==> src/rtl/bram_stream_pkg.sv <==
// Shared constants and helpers for the BRAM-backed stream FIFO.
package bram_stream_pkg;

  localparam int OBUF_DEPTH = 2;

  function automatic int unsigned next_ptr(input int unsigned ptr, input int unsigned depth);
    return (ptr + 1 >= depth) ? 0 : ptr + 1;
  endfunction

endpackage

==> src/rtl/bram_stream_obuf.sv <==
// Two-entry output buffer absorbing BRAM read responses; head word is registered.
// Push and pop may coincide at any fill level; a push into a full buffer without a pop is ignored.
module bram_stream_obuf
  import bram_stream_pkg::*;
#(
  parameter int WIDTH = 10
) (
  input  logic             clk,
  input  logic             reset_n,
  input  logic             push,
  input  logic [WIDTH-1:0] push_data,
  input  logic             pop,
  output logic [1:0]       buf_count,
  output logic             head_valid,
  output logic [WIDTH-1:0] head_data
);

  logic [WIDTH-1:0] slot0_q, slot0_d;
  logic [WIDTH-1:0] slot1_q, slot1_d;
  logic [1:0]       count_q, count_d;
  logic             push_ok;
  logic             pop_ok;

  always_comb begin
    slot0_d = slot0_q;
    slot1_d = slot1_q;
    pop_ok  = pop && (count_q != 2'd0);
    push_ok = push && ((count_q != 2'(OBUF_DEPTH)) || pop_ok);
    count_d = count_q + {1'b0, push_ok} - {1'b0, pop_ok};

    // slot0 is always the head; a pop shifts slot1 forward.
    case (count_q)
      2'd0: begin
        if (push_ok) slot0_d = push_data;
      end
      2'd1: begin
        if (push_ok && pop_ok) slot0_d = push_data;
        else if (push_ok)      slot1_d = push_data;
      end
      2'd2: begin
        if (pop_ok) begin
          slot0_d = slot1_q;
          if (push_ok) slot1_d = push_data;
        end
      end
      default: ;
    endcase
  end

  always_ff @(posedge clk or negedge reset_n) begin
    if (!reset_n) begin
      slot0_q <= '0;
      slot1_q <= '0;
      count_q <= '0;
    end else begin
      slot0_q <= slot0_d;
      slot1_q <= slot1_d;
      count_q <= count_d;
    end
  end

  assign buf_count  = count_q;
  assign head_valid = (count_q != 2'd0);
  assign head_data  = slot0_q;

endmodule

==> src/rtl/bram_stream_fifo.sv <==
// Stream FIFO using an external BRAM as storage with a 2-word prefetch buffer; 3-cycle first-word latency.
// i_ready depends only on BRAM occupancy; reads are throttled so buffered + in-flight never exceeds two.
module bram_stream_fifo
  import bram_stream_pkg::*;
#(
  parameter int WIDTH = 10,
  parameter int DEPTH = 10
) (
  input  logic                       clk,
  input  logic                       reset_n,
  input  logic                       i_valid,
  output logic                       i_ready,
  input  logic [WIDTH-1:0]           i_data,
  output logic                       o_valid,
  input  logic                       o_ready,
  output logic [WIDTH-1:0]           o_data,
  output logic                       w_valid,
  output logic [$clog2(DEPTH)-1:0]   w_address,
  output logic [WIDTH-1:0]           w_data,
  output logic                       ar_valid,
  output logic [$clog2(DEPTH)-1:0]   ar_address,
  input  logic                       r_valid,
  input  logic [WIDTH-1:0]           r_data,
  output logic [$clog2(DEPTH+3)-1:0] count,
  output logic                       err_unexpected
);

  localparam int AW = $clog2(DEPTH);
  localparam int MW = $clog2(DEPTH + 1);
  localparam int CW = $clog2(DEPTH + 3);

  logic [AW-1:0] wr_ptr_q, wr_ptr_d;
  logic [AW-1:0] rd_ptr_q, rd_ptr_d;
  logic [MW-1:0] mem_count_q, mem_count_d;
  logic          inflight_q, inflight_d;
  logic          err_q, err_d;
  logic          wr_en, rd_issue, push, pop;
  logic [1:0]    buf_count;

  always_comb begin
    i_ready  = reset_n && (mem_count_q < MW'(DEPTH));
    wr_en    = i_valid && i_ready;
    pop      = o_valid && o_ready;
    // Issue only if the response is guaranteed a slot, counting this cycle's pop.
    rd_issue = reset_n && (mem_count_q != '0) &&
               (({1'b0, buf_count} + {2'b00, inflight_q}) < (3'(OBUF_DEPTH) + {2'b00, pop}));
    push     = r_valid && inflight_q;

    w_valid    = wr_en;
    w_address  = wr_ptr_q;
    w_data     = i_data;
    ar_valid   = rd_issue;
    ar_address = rd_ptr_q;

    wr_ptr_d    = wr_en ? AW'(next_ptr(32'(wr_ptr_q), DEPTH)) : wr_ptr_q;
    rd_ptr_d    = rd_issue ? AW'(next_ptr(32'(rd_ptr_q), DEPTH)) : rd_ptr_q;
    mem_count_d = mem_count_q + MW'(wr_en) - MW'(rd_issue);
    inflight_d  = rd_issue;
    err_d       = err_q || (r_valid && !inflight_q);

    count          = CW'(mem_count_q) + CW'(inflight_q) + CW'(buf_count);
    err_unexpected = err_q;
  end

  always_ff @(posedge clk or negedge reset_n) begin
    if (!reset_n) begin
      wr_ptr_q    <= '0;
      rd_ptr_q    <= '0;
      mem_count_q <= '0;
      inflight_q  <= 1'b0;
      err_q       <= 1'b0;
    end else begin
      wr_ptr_q    <= wr_ptr_d;
      rd_ptr_q    <= rd_ptr_d;
      mem_count_q <= mem_count_d;
      inflight_q  <= inflight_d;
      err_q       <= err_d;
    end
  end

  bram_stream_obuf #(.WIDTH(WIDTH)) u_obuf (
    .clk        (clk),
    .reset_n    (reset_n),
    .push       (push),
    .push_data  (r_data),
    .pop        (pop),
    .buf_count  (buf_count),
    .head_valid (o_valid),
    .head_data  (o_data)
  );

endmodule
==> config.mk <==
export PLATFORM = sky130hd
export DESIGN_NAME = bram_stream_fifo
export DESIGN_NICKNAME = d
export VERILOG_FILES = /design/src/rtl/bram_stream_pkg.sv /design/src/rtl/bram_stream_obuf.sv /design/src/rtl/bram_stream_fifo.sv
export SDC_FILE = /design/constraint.sdc
export NUM_CORES = 1
export LEC_CHECK = 0
export BUFFER_PORTS_ARGS = -buffer_cell sky130_fd_sc_hd__buf_2
export CORE_UTILIZATION = 46
export CTS_CLUSTER_DIAMETER = 50
export DETAILED_ROUTE_END_ITERATION = 16
export PLACE_DENSITY = 0.79
export SYNTH_ARGS = -nofsm -noshare
export SYNTH_HDL_FRONTEND = slang
export SYNTH_SLANG_ARGS = --single-unit
==> constraint.sdc <==
create_clock -name clk -period 2.7 [get_ports clk]
set_input_delay 0.675 -clock clk [delete_from_list [all_inputs] [get_ports clk]]
set_output_delay 0.675 -clock clk [all_outputs]
set_load 0.02 [all_outputs]
==> impl_metrics.yaml, run 1 <==
finish:
  layout_common_cells: "buf_2, dfrtp_1, mux2_2"
  layout_commonest_cell: "buf_2"
  drive_gt1_share_pct: 45.85
  areaGrowthSynthToFinish_pct: 18.09
  final_nets: 276
  stdcell_count: 281
  final_util_pct: 57.54
  num_antenna_cells: 0
min_path:
  min_path_type: "primary input to asynchronous set/reset pin"
synth:
  yosysWarningCount: 0
  ys_seq_area_share_pct: 41.88
  synth_area_um2: 2151
  synth_top_area_share_pct: 41.88
  ys_seq_elements: 36
  synth_nets: 229
  postSynthAreaPerCell_um2: 11.88
  synthCells: 181
  ys_top_cells_by_area: "dfrtp_1, mux2_2, ha_1"
  ys_types: 41
  yosys.area.top_type: "dfrtp_1"
power_and_ir_drop:
  power_frac_seq_pct: 29.5
  vdd_drop_max_v: 0.0005522
  power.share.clock_pct: 11.4
  p_per_area_nw_per_um2: 1356
  p_comb_share_pct: 59.1
  p_int_mw: 1.993
  power_switching_mw: 1.450
  power_mw: 3.444
  p_leak_nw: 1.241
  p_sw_share_pct: 42.12
route:
  viasPerCell: 5.128
  drtPass1Iterations: 4
  drc: 0
  wl_per_cell_um: 13.77
  drt_iter0_markers: 38
  drtAntennaViolNets: 0
  num_vias: 1441
  drt_wl_total_um: 3870
timing:
  final.setup.tns_ps: 0
  fin_crit_sh_pct: 98.82
  tightest_slew_ps: 551.6
  final.setup_skew_ps: 3.994
  setup_violations: 0
  clock.fmax_mhz: 374.8
  slew_headroom_pct: 63.12
  drv_slew: 0
  rsz0062_at_grt: "yes"
  hold_viol: 0
  fin_crit_ps: 2668
setup_path:
  critPathKind: "flip-flop to output port"
  required_ps: 2030
  cp-start-kind: "flip-flop"
  rr_worst_depth: 10
  cp.arrival_ps: 1990
  worstSetupEndpointType: "output port"
  rr_endpoint: "mem_count_q[1]"
  timing.rr.start: "u_obuf.buf_count[0]"
  cp_max_fo: 5
  r2r_slack_ps: 70
  crit_end: "ar_valid"
  startpoint: "u_obuf.buf_count[0]"
clocking:
  cts_tree: "yes"
  holdBufCountCts: 0
  insertion_delay_ps: 290
  root_buffer: "clkbuf_8"
  clk_path_buf_depth: 2
  clock_sinks: 36
  htreeDepth: 2
  clkTransAtPathRegs_ps: 70
  cts_buffers: 5
placed_design:
  place.port_buffers: 41
  hpwl_um: 2918
  place_congestion: 0.8285
  dp_cells: 269
floorplanning:
  core.rowCount: 24
  fp.dieW_um: 70.38
  die-area_um2: 4953
  pin_count: 62
  die_h_um: 70.38
  start_util_pct: 48.72
  core-area_um2: 4414
outcome:
  status: "completed"
grt:
  grt_max_degree: 22
  antenna_found_initial: 0
  grt_pass1_wl_um: 6630
  grt_overflow: 0
  grt_pass1_vias: 1449
  grt_usage_pct: 17.22
run:
  maxCapViolations: 0
worst max-delay path, stage by stage, from the launching register on:
cell and delay (ps):
dfrtp_1 410, ha_1 310, or3b_4 370, a221o_1 330, clkinv_2 70, buf_6 110, buf_6 110
final cells by class:
cell class                      count  area (um^2)
Fill cell                         371         1874
Multi-Input combinational cell    112         1099
Sequential cell                    36        902.1
Timing Repair Buffer               52        300.3
Clock buffer                        7        86.33
Inverter                           21        80.08
Tap cell                           52        65.06
Clock inverter                      1        7.507
worst min-delay path by stage:
stage                         from             end  cells past startpoint
floorplan                  reset_n   ar_address[0]                      0
global placement    err_unexpected  err_unexpected                      1
detailed placement  err_unexpected  err_unexpected                      1
CTS                        reset_n  mem_count_q[0]                      2
global route               reset_n  mem_count_q[0]                      2
finish                     reset_n  mem_count_q[0]                      2
Yosys cell counts (all sizes together):
library cell   n
o211ai         1
nor2           1
nor2b          2
inv           20
a21oi          4
o21ai          9
xnor2          6
or3b           2
dfrtp         36
a2111oi        1
nand4          1
ha            20
a22oi          1
nand3b         2
o22ai          1
mux2          31
and3b          1
clkbuf         1
buf           11
mux2i          1
and3           1
clkinv         1
a211oi         1
nand4b         1
nand2b         2
nand2          5
a32o           1
a21o           3
nor4b          1
a221o          1
nand3          4
nor3b          1
xor2           4
fa             3
cells by family (layout without fill, tap and decap cells):
logic type               Yosys count  after routing  share of synthesized area, %
flip-flops                        36             36                         41.88
adder cells (fa/ha/maj)           23             23                         14.43
multiplexers                      32             32                         16.70
AO/OA/AOI/OAI                     23             23                         7.970
buffers and inverters             33             81                         7.620
XOR/XNOR                          10             10                         4.072
AND/OR/NAND/NOR                   24             24                         7.330
power by group through the flow:
stage | clock network (mW) | logic [mW] | registers (mW)
floorplan | 0 | 1.29 | 1.15
global placement | 0 | 1.89 | 1.01
detailed placement | 0 | 1.94 | 1.03
CTS | 0.411 | 2.01 | 1.02
global route | 0.433 | 2.25 | 1.06
finish | 0.392 | 2.04 | 1.01
flip-flops by register name, summed over array words and instances, names as in the netlist:
name and count:
ar_address 4, u_obuf.buf_count 2, mem_count_q 4, w_address 4, inflight_q 1, err_unexpected 1, u_obuf.slot1_q 10, u_obuf.head_data 10
timing repair:
| action | in CTS | in global routing |
|---|---|---|
| gates resized for setup | 5 | 7 |
| pin swaps | 2 | 3 |
| cloned | 0 | 0 |
| setup buffers | 2 | 2 |
| endpoints found under the setup margin | 1 | 5 |
metrics by stage:
step | setup slack (ps) | instance area, um^2 | hold slack, ps
6_report | 31.98 | 2540 | 382.4
5_1_grt | -47.38 | 2540 | 407.5
4_1_cts | -19.51 | 2512 | 377.2
3_5_place_dp | 58.29 | 2391 | 441.6
3_3_place_gp | 105.4 | 2391 | 439.3
2_1_floorplan | 47.19 | 2152 | 379.4
metal layers:
metal,part of all wire [%],GRT usage (%),vias up
li1,-,-,711
met5,0,0,-
met3,3.9,5.483,5
met2,51,28.36,25
met4,1.1,5.778,0
met1,44,21.25,700
Note: power is estimated with default switching activity, not from simulation.
==> run 2, diff against run 1 <==
- CELL_PAD_IN_SITES_DETAIL_PLACEMENT: unset -> 1
- CELL_PAD_IN_SITES_GLOBAL_PLACEMENT: unset -> 2
- CORE_ASPECT_RATIO: unset -> 2
- CORE_UTILIZATION: 46 -> 30
- PLACE_DENSITY: 0.79 -> 0.8
==> run 2 against run 1 <==
Compared with the run above:
- cell count increased by 14%
- critical endpoint unchanged
- sequential power is essentially flat
- critical path depth is the same
- routed wire length is 21% higher
- highest routed layer unchanged
==> impl_metrics.yaml, run 2 (same netlist as run 1, synthesis figures left out) <==
power_and_ir_drop:
  p_per_area_nw_per_um2: 1404
  power_mw: 3.730
  p_leak_nw: 1.287
  vdd_drop_max_v: 0.0003846
setup_path:
  cp.arrival_ps: 1950
  cp_common_cell: "buf_6"
  worstSetupEndpointType: "output port"
  cp_max_fo: 5
  r2r_slack_ps: 150
  critPathKind: "flip-flop to output port"
  slowest_stage: "dfrtp_1"
  required_ps: 2030
  cp-start-kind: "flip-flop"
  path_cells: "ha_1 -> or3b_1 -> a221o_1 -> clkinv_2 -> buf_6 -> buf_6"
  max_stage_delay_ps: 400
floorplanning:
  core.rowCount: 43
  start_util_pct: 30.99
  die-area_um2: 7532
  core-area_um2: 6940
  die_h_um: 121.7
  fp.dieW_um: 61.87
  pin_count: 62
timing:
  tightest_slew_ps: 543.6
  final.setup.tns_ps: 0
  setup_violations: 0
  setup_slack_ps: 74.62
  drv_slew: 0
  slew_headroom_pct: 63.65
  fin_crit_sh_pct: 97.24
  clock.fmax_mhz: 380.9
  hold_viol: 0
  final.setup_skew_ps: 1.234
  fin_crit_ps: 2625
grt:
  grt_pass1_wl_um: 7486
  grt_overflow: 0
  antenna_found_initial: 0
  grt_max_degree: 37
  grt_pass1_vias: 1618
  grt_usage_pct: 13.53
finish:
  drive_gt1_share_pct: 43.48
  layout_common_cells: "buf_2, dfrtp_1, mux2_2"
  areaGrowthSynthToFinish_pct: 23.50
  num_antenna_cells: 0
  layout_commonest_cell: "buf_2"
  final_nets: 277
  fillers: 777
  final_util_pct: 38.27
  post-route-cell-area_um2: 2656
placed_design:
  place_area_um2: 2446
  hpwl_um: 3639
  place_congestion: 0.7828
  place_ws_ps: 84.22
  place.port_buffers: 41
clocking:
  htreeDepth: 2
  cts_buffers: 5
  insertion_delay_ps: 270
  clock_sinks: 36
  holdBufCountCts: 0
  clkTransAtPathRegs_ps: 50
  cts_tree: "yes"
  clk_path_buf_depth: 2
  root_buffer: "clkbuf_16"
run:
  maxCapViolations: 0
outcome:
  status: "completed"
route:
  drtPass1Iterations: 3
  drtAntennaViolNets: 0
  drc: 0
  drt_wl_total_um: 4678
  viasPerCell: 4.666
  wl_per_cell_um: 14.62
  drt_iter0_markers: 38
  num_vias: 1493
min_path:
  min_path_type: "flip-flop to flip-flop"
## run 2: timing repair
item / in CTS / in global routing
gates cloned: 0 / 0
buffers inserted: 1 / 3
pin swaps: 0 / 1
setup endpoints to repair: 1 / 2
gates resized for setup: 1 / 4
## run 2: power by group
group | switching, mW | total [mW] | internal (mW)
registers | 0.211 | 1.02 | 0.809
logic | 1.09 | 2.07 | 0.979
clock network | 0.211 | 0.645 | 0.434
total | 1.51 | 3.73 | 2.22
## run 2: routing by layer
layer,global-route usage (%),up-vias,share of wire [%]
li1,-,708,-
met1,12.94,752,34
met2,26.68,28,61
met3,2.866,5,3.7
met4,3.889,0,1.3
met5,0,-,0
## run 2: through the flow
stage | hold WS [ps] | std cells
global placement | 457.8 | 308
detailed placement | 471.5 | 308
global route | 514.4 | 320
floorplan | 379.4 | 181
finish | 473.1 | 320
CTS | 483.7 | 317
## run 2: path summary, 6_finish.rpt
kind	start	to	cells after the start
worst min register to register	err_unexpected	err_unexpected	1
worst max register to register	u_obuf.buf_count[0]	mem_count_q[1]	10
max in group asynchronous	reset_n	u_obuf.buf_count[1]	2
worst min-delay path	err_unexpected	err_unexpected	1
worst max-delay path	u_obuf.buf_count[0]	ar_valid	6
min in group asynchronous	reset_n	mem_count_q[3]	2
## run 2: area by class of cell
class / instances / area [um^2] / share of cell area, %
multi-input cells: 112 / 1092 / 41.12
repair buffers: 53 / 305.3 / 11.49
inverters: 21 / 80.08 / 3.015
flip-flops and latches: 36 / 902.1 / 33.96
clock buffers: 6 / 128.9 / 4.852
clock inverters: 2 / 35.03 / 1.319
well taps: 90 / 112.6 / 4.239
## run 2: critical path: cells and delay by family (launching register included)
family          cells  cell delay [ps]
buf+inv             3              290
fa+ha+maj           1              280
simple gates        1              340
flops               1              400
compound gates      1              360
==> run 3, diff against run 2 <==
- PLACE_DENSITY: 0.8 -> 0.85
==> run 3 against run 2 <==
Compared with the run above:
- final area down 0.19%
- sequential share of layout area increased by 0.064 points
- critical path depth stayed put
- global-route usage is 0.55 points lower
- clock power is 9.3% lower
- clock-buffer cell count rose by 1
- largest power group unchanged
- highest routed layer unchanged
==> impl_metrics.yaml, run 3 (same netlist as run 1, synthesis figures left out) <==
outcome:
  status: "completed"
clocking:
  htreeDepth: 2
  clock_sinks: 36
  clk_path_buf_depth: 2
  holdBufCountCts: 0
  cts_buffers: 5
  clkTransAtPathRegs_ps: 50
  insertion_delay_ps: 280
  cts_tree: "yes"
  root_buffer: "clkbuf_16"
setup_path:
  cp.arrival_ps: 1960
  critPathKind: "flip-flop to output port"
  required_ps: 2030
  cp_max_fo: 6
  cp-start-kind: "flip-flop"
  worstSetupEndpointType: "output port"
finish:
  layout_common_cells: "buf_2, dfrtp_1, mux2_2"
  num_antenna_cells: 0
  final_nets: 278
  drive_gt1_share_pct: 44.35
  stdcell_count: 320
  layout_commonest_cell: "buf_2"
  areaGrowthSynthToFinish_pct: 23.27
route:
  routed-wl-met3_um: 200
  drc: 0
  drt_iter0_markers: 39
  drtPass1Iterations: 4
  drt_wl_total_um: 4526
  top_layer_used: "met4"
  drtAntennaViolNets: 0
  wl_met1_um: 1553
  wl_per_cell_um: 14.14
  wl_met2_um: 2702
  viasPerCell: 4.641
  num_vias: 1485
floorplanning:
  start_util_pct: 30.99
  die_h_um: 121.7
  fp.dieW_um: 61.87
  core.rowCount: 43
  die-area_um2: 7532
  pin_count: 62
  core-area_um2: 6940
timing:
  fin_crit_sh_pct: 97.43
  fin_crit_ps: 2631
  clock.fmax_mhz: 380.2
  setup_violations: 0
  setup_slack_ps: 69.49
  slew_headroom_pct: 64.13
  final.setup.tns_ps: 0
  tightest_slew_ps: 536.4
  drv_slew: 0
  final.setup_skew_ps: 7.202
  hold_viol: 0
  rsz0062_at_grt: "yes"
power_and_ir_drop:
  vdd_drop_max_v: 0.0004233
  p_per_area_nw_per_um2: 1381
  power_mw: 3.661
  p_leak_nw: 1.282
placed_design:
  hpwl_um: 3628
  place_congestion: 0.7466
  place_ws_ps: 59.96
  dp_cells: 308
  place.port_buffers: 41
grt:
  grt_usage_pct: 12.98
  antenna_found_initial: 0
  grt_max_degree: 34
  grt_pass1_wl_um: 6989
  grt_pass1_vias: 1508
  grt_overflow: 0
min_path:
  min_path_type: "primary input to asynchronous set/reset pin"
run:
  maxCapViolations: 0
==> run 3: cell count changes in the layout (fill, tap and decap cells not counted), sizes merged <==
cell,delta
clkinv,-1
buf,+1
bufinv,-1
clkbuf,+1
==> run 3: layer usage <==
metal  GRT usage [%]  up-vias
met5               0        -
met2           26.01       31
met3           3.397        8
met1           11.19      737
met4           4.583        0
li1                -      709
==> run 3: critical path, stage by stage (launching register included) <==
cell and delay, ps:
dfrtp_1 390, ha_1 290, or3b_1 350, a221o_1 340, clkinv_2 70, buf_6 120
buf_6 120
==> run 3: worst paths after layout <==
| kind | from | end | slack [ps] | depth (start not counted) |
|---|---|---|---|---|
| min in group clk | err_unexpected | err_unexpected | 470 | 1 |
| worst max-delay path | inflight_q | ar_valid | 70 | 6 |
| worst min register to register | err_unexpected | err_unexpected | 470 | 1 |
| max in group asynchronous | reset_n | u_obuf.buf_count[1] | 1810 | 2 |
| worst min-delay path | reset_n | mem_count_q[3] | 220 | 1 |
| worst max register to register | inflight_q | mem_count_q[2] | 140 | 10 |
==> run 3: final cells by class <==
type / count / area (um^2)
clock buffers: 7 / 152.6
fillers: 783 / 4289
inverters: 21 / 80.08
multi-input cells: 112 / 1091
flip-flops and latches: 36 / 902.1
well taps: 90 / 112.6
repair buffers: 54 / 312.8
==> run 3: stage by stage <==
| step | area, um^2 | hold WS (ps) | util (%) |
|---|---|---|---|
| floorplan | 2152 | 379.4 | - |
| global placement | 2446 | 452.9 | 35.24 |
| detailed placement | 2446 | 463.7 | 35.24 |
| CTS | 2630 | 218.9 | 37.89 |
| global route | 2651 | 223.3 | 38.20 |
| finish | 2651 | 223.6 | 38.20 |
==> run 3: what timing repair did <==
item | CTS | global route
pin swaps | 1 | 1
setup endpoints to repair | 1 | 3
buffers inserted | 3 | 2
gates resized for setup | 3 | 3
==> run 3: power breakdown <==
part | switching [mW] | total [mW] | internal (mW)
logic | 1.10 | 2.07 | 0.977
clock network | 0.198 | 0.585 | 0.386
registers | 0.194 | 1.00 | 0.810
